`src/rtl/axis_iq_pkg.sv`:
```
// Shared types and lane-packing helpers for the real/imag to interleaved IQ stream joiner.
package axis_iq_pkg;

  localparam int SDATA_WIDTH  = 128;
  localparam int SAMPLE_WIDTH = 16;
  localparam int SAMPLES      = SDATA_WIDTH / SAMPLE_WIDTH;
  localparam int HALF         = SAMPLES / 2;
  localparam int KEEP_WIDTH   = SDATA_WIDTH / 8;
  localparam int SAMPLE_BYTES = SAMPLE_WIDTH / 8;

  typedef enum logic [1:0] {
    EMPTY = 2'd0,
    LO    = 2'd1,
    HI    = 2'd2
  } iq_state_t;

  // Output lane k carries {Q,I} of sample k (lower half) or k+HALF (upper half).
  function automatic logic [SDATA_WIDTH-1:0] iq_lane_pack(
    input logic [SDATA_WIDTH-1:0] re,
    input logic [SDATA_WIDTH-1:0] im,
    input logic                   half
  );
    logic [SDATA_WIDTH-1:0] packed_data;
    int j;
    packed_data = '0;
    for (int k = 0; k < HALF; k++) begin
      j = k + (half ? HALF : 0);
      packed_data[2*SAMPLE_WIDTH*k              +: SAMPLE_WIDTH] = re[SAMPLE_WIDTH*j +: SAMPLE_WIDTH];
      packed_data[2*SAMPLE_WIDTH*k+SAMPLE_WIDTH +: SAMPLE_WIDTH] = im[SAMPLE_WIDTH*j +: SAMPLE_WIDTH];
    end
    return packed_data;
  endfunction

  function automatic logic [KEEP_WIDTH-1:0] iq_keep_pack(
    input logic [KEEP_WIDTH-1:0] re_keep,
    input logic [KEEP_WIDTH-1:0] im_keep,
    input logic                  half
  );
    logic [KEEP_WIDTH-1:0] packed_keep;
    int j;
    packed_keep = '0;
    for (int k = 0; k < HALF; k++) begin
      j = k + (half ? HALF : 0);
      packed_keep[2*SAMPLE_BYTES*k              +: SAMPLE_BYTES] = re_keep[SAMPLE_BYTES*j +: SAMPLE_BYTES];
      packed_keep[2*SAMPLE_BYTES*k+SAMPLE_BYTES +: SAMPLE_BYTES] = im_keep[SAMPLE_BYTES*j +: SAMPLE_BYTES];
    end
    return packed_keep;
  endfunction

endpackage

```
`src/rtl/axis_iq_interleaver.sv`:
```
// Joins paired real/imag AXI-streams into one interleaved complex stream, two output beats per pair,
// with frame counting and sticky real/imag tlast-mismatch detection.
module axis_iq_interleaver
  import axis_iq_pkg::*;
#(
  parameter int CNT_WIDTH = 32
) (
  input  logic                   clock,
  input  logic                   resetn,

  input  logic                   s_axis_real_tvalid,
  output logic                   s_axis_real_tready,
  input  logic [SDATA_WIDTH-1:0] s_axis_real_tdata,
  input  logic [KEEP_WIDTH-1:0]  s_axis_real_tkeep,
  input  logic                   s_axis_real_tlast,

  input  logic                   s_axis_imag_tvalid,
  output logic                   s_axis_imag_tready,
  input  logic [SDATA_WIDTH-1:0] s_axis_imag_tdata,
  input  logic [KEEP_WIDTH-1:0]  s_axis_imag_tkeep,
  input  logic                   s_axis_imag_tlast,

  output logic                   m_axis_iq_tvalid,
  input  logic                   m_axis_iq_tready,
  output logic [SDATA_WIDTH-1:0] m_axis_iq_tdata,
  output logic [KEEP_WIDTH-1:0]  m_axis_iq_tkeep,
  output logic                   m_axis_iq_tlast,

  input  logic                   err_clear,
  output logic                   err_tlast_mismatch,
  output logic [CNT_WIDTH-1:0]   frame_count
);

  iq_state_t              state, state_nxt;
  logic                   rdy_en;
  logic [SDATA_WIDTH-1:0] hold_real, hold_imag;
  logic [KEEP_WIDTH-1:0]  hold_real_keep, hold_imag_keep;
  logic                   hold_tlast;

  logic s_tready;
  logic accept;
  logic m_hs;
  logic half;

  assign s_tready           = rdy_en & ((state == EMPTY) | ((state == HI) & m_axis_iq_tready));
  assign s_axis_real_tready = s_tready;
  assign s_axis_imag_tready = s_tready;
  assign accept             = s_tready & s_axis_real_tvalid & s_axis_imag_tvalid;

  assign half             = (state == HI);
  assign m_axis_iq_tvalid = (state != EMPTY);
  assign m_hs             = m_axis_iq_tvalid & m_axis_iq_tready;

  // Outputs come straight from held registers, so they cannot move while a beat is stalled.
  assign m_axis_iq_tdata = m_axis_iq_tvalid ? iq_lane_pack(hold_real, hold_imag, half) : '0;
  assign m_axis_iq_tkeep = m_axis_iq_tvalid ? iq_keep_pack(hold_real_keep, hold_imag_keep, half) : '0;
  assign m_axis_iq_tlast = half & hold_tlast;

  always_comb begin
    // NOTE: next-state gets a default first so no path through the case infers a latch.
    state_nxt = state;
    unique case (state)
      EMPTY:   if (accept) state_nxt = LO;
      LO:      if (m_hs)   state_nxt = HI;
      HI:      if (m_hs)   state_nxt = accept ? LO : EMPTY;
      default: state_nxt = EMPTY;
    endcase
  end

  // NOTE: all sequential state uses non-blocking assignments so every register sees pre-edge values.
  always_ff @(posedge clock) begin
    if (!resetn) begin
      state  <= EMPTY;
      rdy_en <= 1'b0;
    end else begin
      state  <= state_nxt;
      rdy_en <= 1'b1;
    end
  end

  // NOTE: the hold register is reset too, because a mid-frame reset must drop held data outright.
  always_ff @(posedge clock) begin
    if (!resetn) begin
      hold_real      <= '0;
      hold_imag      <= '0;
      hold_real_keep <= '0;
      hold_imag_keep <= '0;
      hold_tlast     <= 1'b0;
    end else if (accept) begin
      hold_real      <= s_axis_real_tdata;
      hold_imag      <= s_axis_imag_tdata;
      hold_real_keep <= s_axis_real_tkeep;
      hold_imag_keep <= s_axis_imag_tkeep;
      hold_tlast     <= s_axis_real_tlast | s_axis_imag_tlast;
    end
  end

  // A fresh mismatch outranks a simultaneous clear so the event is never lost.
  always_ff @(posedge clock) begin
    if (!resetn) begin
      err_tlast_mismatch <= 1'b0;
    end else if (accept && (s_axis_real_tlast != s_axis_imag_tlast)) begin
      err_tlast_mismatch <= 1'b1;
    end else if (err_clear) begin
      err_tlast_mismatch <= 1'b0;
    end
  end

  always_ff @(posedge clock) begin
    if (!resetn) begin
      frame_count <= '0;
    end else if (m_hs && m_axis_iq_tlast) begin
      frame_count <= frame_count + 1'b1;
    end
  end

endmodule
```
`config.mk`:
```
export PLATFORM = sky130hd
export DESIGN_NAME = axis_iq_interleaver
export DESIGN_NICKNAME = d
export VERILOG_FILES = /design/src/rtl/axis_iq_pkg.sv /design/src/rtl/axis_iq_interleaver.sv
export SDC_FILE = /design/constraint.sdc
export NUM_CORES = 1
export LEC_CHECK = 0
export ABC_AREA = 1
export BUFFER_PORTS_ARGS = -buffer_cell sky130_fd_sc_hd__buf_2
export CORE_MARGIN = 5
export CORE_UTILIZATION = 30
export CTS_CLUSTER_DIAMETER = 100
export CTS_CLUSTER_SIZE = 25
export DETAILED_ROUTE_END_ITERATION = 10
export GPL_TIMING_DRIVEN = 0
export PLACE_DENSITY = 0.6
export SYNTH_ARGS = -nofsm -noshare
export SYNTH_HDL_FRONTEND = slang
export SYNTH_SLANG_ARGS = --single-unit
export TNS_END_PERCENT = 50
```
`constraint.sdc`:
```
create_clock -name clock -period 1.6 [get_ports clock]
set_input_delay 0.08 -clock clock [delete_from_list [all_inputs] [get_ports clock]]
set_output_delay 0.08 -clock clock [all_outputs]
set_load 0.01 [all_outputs]
```
**Word-level counts from Yosys, hierarchy flattened**

Index checks and enable logic that the tools add are counted.

- Logic and storage cells: 60
- Bits of input ports: 296
- Output and inout port bits: 181
- Register bits: 325

- Bitwise logic cells: 8
- Muxes and demuxes: 11
- Equal/unequal tests: 6
- Shifts and indexed selects: 16
- Reductions and logical operators: 6
- $add $sub $neg: 4

Operators with widths:

| cell | count |
|---|---|
| $shiftx A128 B32 Y16 | 8 |
| $shiftx A16 B32 Y2 | 6 |
| $mux W128 | 1 |
| $add A32 B1 Y32 const B | 1 |
| $shiftx A16 B6 Y2 | 2 |
| $add A2 B31 Y31 const A | 1 |
| $add A3 B31 Y31 const A | 1 |
| $mux W16 | 1 |
| $and A1 B1 Y1 | 6 |
| $mux W2 | 3 |
| $ne A2 B2 Y1 const B | 3 |
| $pmux W2 S3 | 1 |
| $add A2 B3 Y4 const A | 1 |
| $mux W1 | 4 |
| $reduce_bool A2 Y1 | 2 |
| $mux W3 | 1 |
| $reduce_and A3 Y1 | 1 |
| $eq A2 B1 Y1 const B | 1 |
| $eq A2 B2 Y1 const B | 1 |
| $logic_and A1 B1 Y1 | 2 |
| $logic_not A2 Y1 | 1 |
| $or A1 B1 Y1 | 2 |
| $ne A1 B1 Y1 | 1 |

**Longest topological paths before layout**

Gate-level depths: netlist of the first run.

- Depth after elaboration: 9
- Mapped depth: 10
- Mapped depth without buffers: 9

**Least setup slack after synthesis of the first run**

No wires, ideal clock.

- Path kind: flip-flop to flip-flop
- Start: register frame_count[0]
- End: register frame_count[24]
- Cell stages (with the launch flop): 9
- Data arrival time: 1.355 ns
- Path buffers: 0
- Path slack: 0.130 ns
- Library setup time: 0.115 ns
- Data required time: 1.485 ns
- Clock period less this slack: 1.470 ns
- Cell sequence: dfxtp_1 ha_1 nand3_1 inv_1 nand4_4 nor2_1 nand3_1 nand2_1 nor2_1

- Cells in the longest elaborated chain, start to end: 1

RTL lines:

| element | line | RTL |
|---|---|---|
| from (decl) | axis_iq_interleaver.sv:31 | `output logic [CNT_WIDTH-1:0] frame_count` |
| from (signal assigned) | axis_iq_interleaver.sv:113 | `frame_count <= frame_count + 1'b1;` |
| $add A32 B1 Y32 | axis_iq_interleaver.sv:113 |  |

Every way passes these cells.
A chain may end at the register's enable or synchronous reset.

**Worst setup path in the final report of the first run**

- Start: register state[0]
- End: output port m_axis_iq_tkeep[7]

- Cells in the longest elaborated chain, start to end: 5
- Elaborated cells between the ends (all ways): 6
- Those cells by class: add/sub (1); eq/ne (1); shift (1); mux (2); reduce/logical (1)

RTL lines:

| element | line | RTL |
|---|---|---|
| from (decl) | axis_iq_interleaver.sv:34 | `iq_state_t state, state_nxt;` |
| from (signal assigned) | axis_iq_interleaver.sv:76 | `state <= state_nxt;` |
| $eq A2 B2 Y1 | axis_iq_interleaver.sv:50 | `assign half = (state == HI);` |
| $mux W3 | axis_iq_pkg.sv:43 | `j = k + (half ? HALF : 0);` |
| $add A2 B31 Y31 | axis_iq_pkg.sv:43 |  |
| $shiftx A16 B32 Y2 | axis_iq_pkg.sv:45 | `packed_keep[2*SAMPLE_BYTES*k+SAMPLE_BYTES +: SAMPLE_BYTES] = im_keep[SAMPLE_BYTES*j +: SAMPLE_BYTES];` |
| $mux W16 * | axis_iq_interleaver.sv:56 | `assign m_axis_iq_tkeep = m_axis_iq_tvalid ? iq_keep_pack(hold_real_keep, hold_imag_keep, half) : '0;` |
| to (decl) | axis_iq_interleaver.sv:26 | `output logic [KEEP_WIDTH-1:0] m_axis_iq_tkeep,` |

Mark *: on every way between the ends. The rest lies on a longest branch, timed or not.

==> out/metrics.csv, run 1 <==
metric;value;unit
Final Max Tran Viols;0;
Worst-path clk slew;100;ps
Global Route Usage Sum;23.1;%
vias in the first global route;15600;
Die Wd;221;µm
sequential-to-total area share from yosys stat;48.7;%
I/O pin count;477;
IO Port Bufs;476;
Fmax;514;MHz
RSZ-0062 raised after global routing;true;
RD Place Congestion;0.920;
Reg area;0.00653;mm²
peak supply drop;0.594;mV
status;finished, violations left;
first-pass GRT wire length;90.6;mm
Min Hold Slack;38.3;ps
area taken by multi-input logic gates;0.00625;mm²
largest family of logic cells by synthesized area;compound AO/OA/AOI/OAI gates;
Worst setup SP type;register;
Final Skew;22.7;ps
Syn Nets;2017;
mux share of post-synthesis cell area;0;%
Post-Synth XOR/XNOR Area;0.131;%
P_leak;9.15;nW
cell area after synthesis;0.0133;mm²
most frequent cells in the layout;buf_2 (422), inv_1 (333), dfxtp_1 (312);
number of distinct library cells after synthesis;33;
reg2reg start;state[0]$_SDFFE_PN0P_;
largest net degree at the start of global routing;26;
setup tns final;-89110;ps
insertion delay to the later sink of the worst-skew pair;520;ps
cts bufs inserted;17;
critical path class;reg -> out;
via count;15700;
fin crit period;1940;ps
DR DRC count;0;
# nets final;2837;
H-tree depth;1;
Critical Path Sink Type;output pin;
Sinks on Clock Net;325;
die height;221;µm
Routed Antenna Nets;0;
Seq cells post-synth;325;
actual slew at the worst max-slew pin;1170;ps
Setup violations, final;447;
Synth Area per Inst;7.76;µm²
failing checks;negative setup slack;
endpoints failing hold;0;
area growth from synthesis to layout;71.5;%
drt pass-1 iters;5;
final wirelength;63.6;mm
antenna violations before repair;7;
starting DRC count in detailed routing;1014;
Overflow after GRT;0;
worst hold path class;in -> reg;
DR WL/cell;20.2;µm
CP Data Required Time;1520;ps
Ys Warns;0;
final worst path period share;122;%
crit path DAT;1860;ps
Post-Synth Adder-Cell Area;0.187;%
worst-case headroom to the max-slew limit;21.7;%
FP Rows;77;
clk root buf;clkbuf_16;
FILL cells;3997;
die area;0.0488;mm²
initial core utilization;30.2;%
most common cell after layout, fill and taps aside;buf_2;
Post-Syn Instances;1719;
hold_sp;resetn;
layout cells sized above 1;32.3;%
flop2flop setup slack;-260;ps
max-cap violation count;0;
CTS tree;done;
power per cell area;734;mW/mm²
hpwl dp;42.9;mm
Bufs on Longest Clock Path;3;
launch point of the worst path;state[0]$_SDFFE_PN0P_;
Avg Vias per Cell;4.99;
CORE AREA;0.0441;mm²
Compound-Gate Fraction of Synth Area;29.9;%
Final WS setup;-344;ps
Post-Synth Simple-Gate Area;5.62;%
crit path max fanout;7;
critical path, stage by stage (launching register included):
cell	delay [ps]
dfxtp_4	380
nor2_4	140
buf_12	160
inv_12	50
buf_12	150
clkbuf_16	170
o22ai_4	140
buf_6	130
cell type report:
cell class / count / area share (%)
Timing Repair inverter: 1 / 0.0492
Clock buffer: 17 / 1.86
Timing Repair Buffer: 800 / 26.8
Inverter: 337 / 5.60
Tap cell: 592 / 3.24
Multi-Input combinational cell: 924 / 27.3
Sequential cell: 325 / 28.5
Clock inverter: 4 / 0.246
Buffer: 133 / 6.36
Antenna cell: 6 / 0.0656
power by group:
| group | switching (mW) | internal [mW] | total, mW |
|---|---|---|---|
| sequential | 0.100 | 8.47 | 8.57 |
| combinational | 1.73 | 1.60 | 3.33 |
| clock | 2.78 | 2.13 | 4.91 |
| total | 4.61 | 12.2 | 16.8 |
final timing paths:
| check | to | cells after the start |
|---|---|---|
| setup / recovery | m_axis_iq_tkeep[7] | 7 |
| hold / removal | state[1]$_SDFFE_PN0P_ | 4 |
| setup reg to reg | hold_imag[124]$_SDFFE_PN0P_ | 9 |
| hold reg to reg | hold_imag[27]$_SDFFE_PN0P_ | 2 |
Yosys cell counts:
master | n | share of area [%]
inv_1 | 335 | 9.4
dfxtp_1 | 325 | 49
a21oi_1 | 310 | 12
o21ai_0 | 198 | 7.4
o22ai_1 | 144 | 6.7
o21ai_1 | 100 | 3.7
clkbuf_1 | 80 | 2.2
nand2_1 | 58 | 1.6
nor2_1 | 45 | 1.3
buf_6 | 36 | 3.0
nand3_1 | 28 | 1.0
nand4_1 | 14 | 0.66
buf_1 | 7 | 0.20
buf_2 | 6 | 0.23
nor3_1 | 5 | 0.19
buf_4 | 4 | 0.23
nor3b_1 | 3 | 0.17
and3_1 | 2 | 0.094
ha_1 | 2 | 0.19
inv_2 | 2 | 0.056
nor3_2 | 2 | 0.15
o21a_1 | 2 | 0.11
a211oi_1 | 1 | 0.056
a21oi_4 | 1 | 0.12
and2_1 | 1 | 0.047
nand3_2 | 1 | 0.075
nand4_4 | 1 | 0.16
nor2_2 | 1 | 0.047
nor4_1 | 1 | 0.047
o21bai_1 | 1 | 0.056
or2_2 | 1 | 0.047
xnor2_1 | 1 | 0.066
xor2_1 | 1 | 0.066
registers in the layout, indices dropped and copies added (netlist names):
name and count:
rdy_en 1, state 2, err_tlast_mismatch 1, frame_count 32, hold_real_keep 16, hold_imag_keep 16
hold_tlast 1, hold_imag 128, hold_real 128
metrics by stage:
step	util, %	power [mW]	instances	instance area, µm²	setup slack, ps
after detailed placement	37.3	10.7	2787	16500	-955
final	51.9	16.8	3139	22900	-344
after floorplan	-	9.79	1719	13300	130
after global placement	37.3	10.7	2787	16500	-924
after CTS	48.8	16.5	3110	21500	-373
after global routing	51.9	17.5	3138	22900	-413
per-layer routing:
layer / track usage [%] / share of wire [%] / vias to the layer above / routed length, µm
li1: - / - / 7389 / -
met1: 27.9 / 40 / 7402 / 25600
met2: 39.9 / 49 / 715 / 31100
met3: 4.48 / 6.2 / 166 / 3940
met4: 10.6 / 4.6 / 4 / 2940
met5: 0 / 0.042 / - / 27
kinds of logic (layout without fill, tap and decap cells):
kind of cell               after synthesis  after routing
AOI/OAI and AO/OA                      757            757
xor gates and xnor gates                 2              2
adders and majority gates                2              2
buffers and inverters                  470           1292
DFF                                    325            325
other                                    0              6
and+or+nand+nor                        163            163
timing repair:
| action | CTS | global route |
|---|---|---|
| setup buffers | 5 | 10 |
| setup endpoints to repair | 449 | 458 |
| hold endpoints to repair | 291 | 1 |
| pin swaps | 5 | 14 |
| hold buffers | 292 | 1 |
| cloned | 5 | 12 |
| gates resized for setup | 326 | 265 |
(Power assumes the default switching activity.)
==> run 2: changes to the inputs <==
==> constraint.sdc (replaced) <==
create_clock -name clock -period 1.8 [get_ports clock]
set_input_delay 0.09 -clock clock [delete_from_list [all_inputs] [get_ports clock]]
set_output_delay 0.09 -clock clock [all_outputs]
set_load 0.01 [all_outputs]
==> run 2 against run 1 <==
The run still ends with negative setup slack left. Combinational power decreased by 18%. Utilization decreased by 2.3 points. Setup slack improved by 220 ps. First-iteration DRC count decreased by 0.99%. Cell area decreased by 4.5%. Clock skew decreased by 5.3 ps. Critical path type unchanged.
==> out/metrics.csv, run 2 (synthesized netlist as in run 1, its figures left out) <==
metric;value;unit;change
status;finished, violations left;;
failing checks;negative setup slack;;
P_leak;8.83;nW;-3.5%
crit path max fanout;10;;+3
critical path class;reg -> out;;
Sinks on Clock Net;325;;unchanged
DR DRC count;0;;unchanged
actual slew at the worst max-slew pin;1180;ps;+1.36 ps
biggest regs;hold_imag x128, hold_real x128, frame_count x32;;
Overflow after GRT;0;;unchanged
CTS tree;done;;
crit path DAT;1830;ps;-30 ps
metal2 WL;30.2;mm;-2.8%
area taken by multi-input logic gates;0.00586;mm²;-6.2%
CORE AREA;0.0441;mm²;unchanged
Final Skew;17.4;ps;-5.28 ps
max-cap violation count;0;;unchanged
largest delay contributor family on the critical path;buffers and inverters;;
Final Max Tran Viols;0;;unchanged
critical path's most frequent cell;buf_12;;
Bufs on Longest Clock Path;3;;unchanged
Cell Chain, Critical Path;inv_4 -> nor2_4 -> buf_12 -> inv_12 -> buf_12 -> buf_12 -> o22ai_2 -> buf_2;;
final instance area;0.0219;mm²;-4.5%
clk root buf;clkbuf_16;;
cts bufs inserted;17;;unchanged
final worst path period share;107;%;
fin crit period;1920;ps;
DP Worst Slack;-765;ps;+190 ps
Reg area;0.00651;mm²;-0.21%
RSZ-0062 raised after global routing;true;;
Worst Path Buf+Inv;6;;+1
Finished Core Util;49.6;%;-2.3 points
Critical Path Sink Type;output pin;;
largest net degree at the start of global routing;26;;unchanged
slowest stage cell, crit path;dfxtp_4;;
power per cell area;673;mW/mm²;-8.3%
most frequent cells in the layout;buf_2 (441), inv_1 (334), dfxtp_1 (323);;
worst-case headroom to the max-slew limit;21.6;%;-0.090 points
Setup violations, final;125;;-72%
via count;15500;;-1.3%
H-tree depth;1;;unchanged
worst hold path class;in -> reg;;
vias in the first global route;15500;;-1.1%
I/O pin count;477;;unchanged
area growth from synthesis to layout;63.8;%;
endpoints failing hold;0;;unchanged
peak supply drop;0.520;mV;-13%
Crit path largest cell delay;370;ps;about the same
first-pass GRT wire length;89.9;mm;-0.78%
Min Hold Slack;38.8;ps;+0.502 ps
antenna violations before repair;6;;-1
dpl cell area;0.0165;mm²;unchanged
Final WS setup;-124;ps;+220 ps
initial core utilization;30.2;%;unchanged
FILL cells;4114;;+2.9%
final wirelength;61.2;mm;-3.8%
Fmax;520;MHz;
# nets final;2816;;-0.74%
most common cell after layout, fill and taps aside;buf_2;;
hpwl dp;42.9;mm;unchanged
Power, Total;14.7;mW;-12%
die area;0.0488;mm²;unchanged
WL met1;24.6;mm;-3.7%
Die Wd;221;µm;unchanged
DR WL/cell;19.6;µm;-3.2%
layout cells sized above 1;29.5;%;-2.9 points
drt pass-1 iters;7;;+2
Routed Antenna Nets;0;;unchanged
RD Place Congestion;0.920;;unchanged
IO Port Bufs;476;;unchanged
insertion delay to the later sink of the worst-skew pair;520;ps;about the same
CP Data Required Time;1710;ps;+190 ps
Global Route Usage Sum;22.9;%;-0.26 points
die height;221;µm;unchanged
FP Rows;77;;unchanged
Worst-path clk slew;100;ps;about the same
Top Metal Used;met4;;
Worst setup SP type;register;;
starting DRC count in detailed routing;1004;;-0.99%
Met3 Wirelength;3.91;mm;-0.76%
Avg Vias per Cell;4.96;;-0.66%
run 2: cell types whose count changed in the layout (fill, tap and decap cells not counted), moves of 7 or more:
cell	previous run	this run
a21oi_1	284	309
a21oi_2	23	1
buf_12	23	11
buf_2	422	441
clkbuf_16	37	25
dfxtp_1	312	323
dfxtp_2	11	0
o21ai_0	159	127
o21ai_1	123	164
o21ai_2	13	6
o22ai_1	20	30
o22ai_4	55	40
run 2: what timing repair did:
| action | CTS | global route |
|---|---|---|
| pin swaps | 4 | 7 |
| hold buffers | 292 | 0 |
| setup buffers | 3 | 2 |
| resized for setup | 244 | 244 |
| hold endpoints to repair | 292 | 0 |
| setup endpoints to repair | 172 | 440 |
| cloned | 4 | 3 |
run 2: layer usage:
metal | GRT usage (%) | vias to the layer above
li1 | - | 7340
met1 | 28.2 | 7274
met2 | 40.8 | 717
met3 | 3.46 | 148
met4 | 8.06 | 0
met5 | 0 | -
run 2: power by group:
part / total [mW] / internal, mW / switching [mW]
Clock: 4.37 / 1.89 / 2.48
Sequential: 7.62 / 7.53 / 0.0858
Combinational: 2.73 / 1.30 / 1.44
run 2: through the flow:
| step | TNS [ps] | std cells |
|---|---|---|
| 2_1_floorplan | 0 | 1719 |
| 3_3_place_gp | -86970 | 2787 |
| 3_5_place_dp | -93670 | 2787 |
| 4_1_cts | -14000 | 3107 |
| 5_1_grt | -25490 | 3118 |
| 6_report | -7100 | 3120 |
run 2: path summary, 6_finish.rpt:
check / from / endpoint / slack, ps / depth (start not counted)
worst max-delay path: state[1]$_SDFFE_PN0P_ / m_axis_iq_tdata[107] / -120 / 8
worst min-delay path: resetn / state[1]$_SDFFE_PN0P_ / 40 / 4
worst max register to register: state[0]$_SDFFE_PN0P_ / hold_real[64]$_SDFFE_PN0P_ / -30 / 9
worst min register to register: hold_real[15]$_SDFFE_PN0P_ / hold_real[15]$_SDFFE_PN0P_ / 460 / 2
run 2: worst register-to-register path, cell delays in order (launching register included):
cell	delay, ps
dfxtp_4	380
inv_2	110
nand2_1	100
a21oi_4	220
nand3_4	160
buf_12	190
buf_6	190
buf_6	170
o21ai_1	160
a21oi_1	50
run 2: layout make-up:
type | instances | area share (%)
Multi-Input combinational cell | 924 | 26.8
Clock inverter | 4 | 0.257
Clock buffer | 17 | 1.95
Timing Repair inverter | 1 | 0.0401
Timing Repair Buffer | 779 | 26.2
Tap cell | 592 | 3.39
Inverter | 337 | 5.85
Buffer | 133 | 5.64
Sequential cell | 325 | 29.8
Antenna cell | 8 | 0.0916
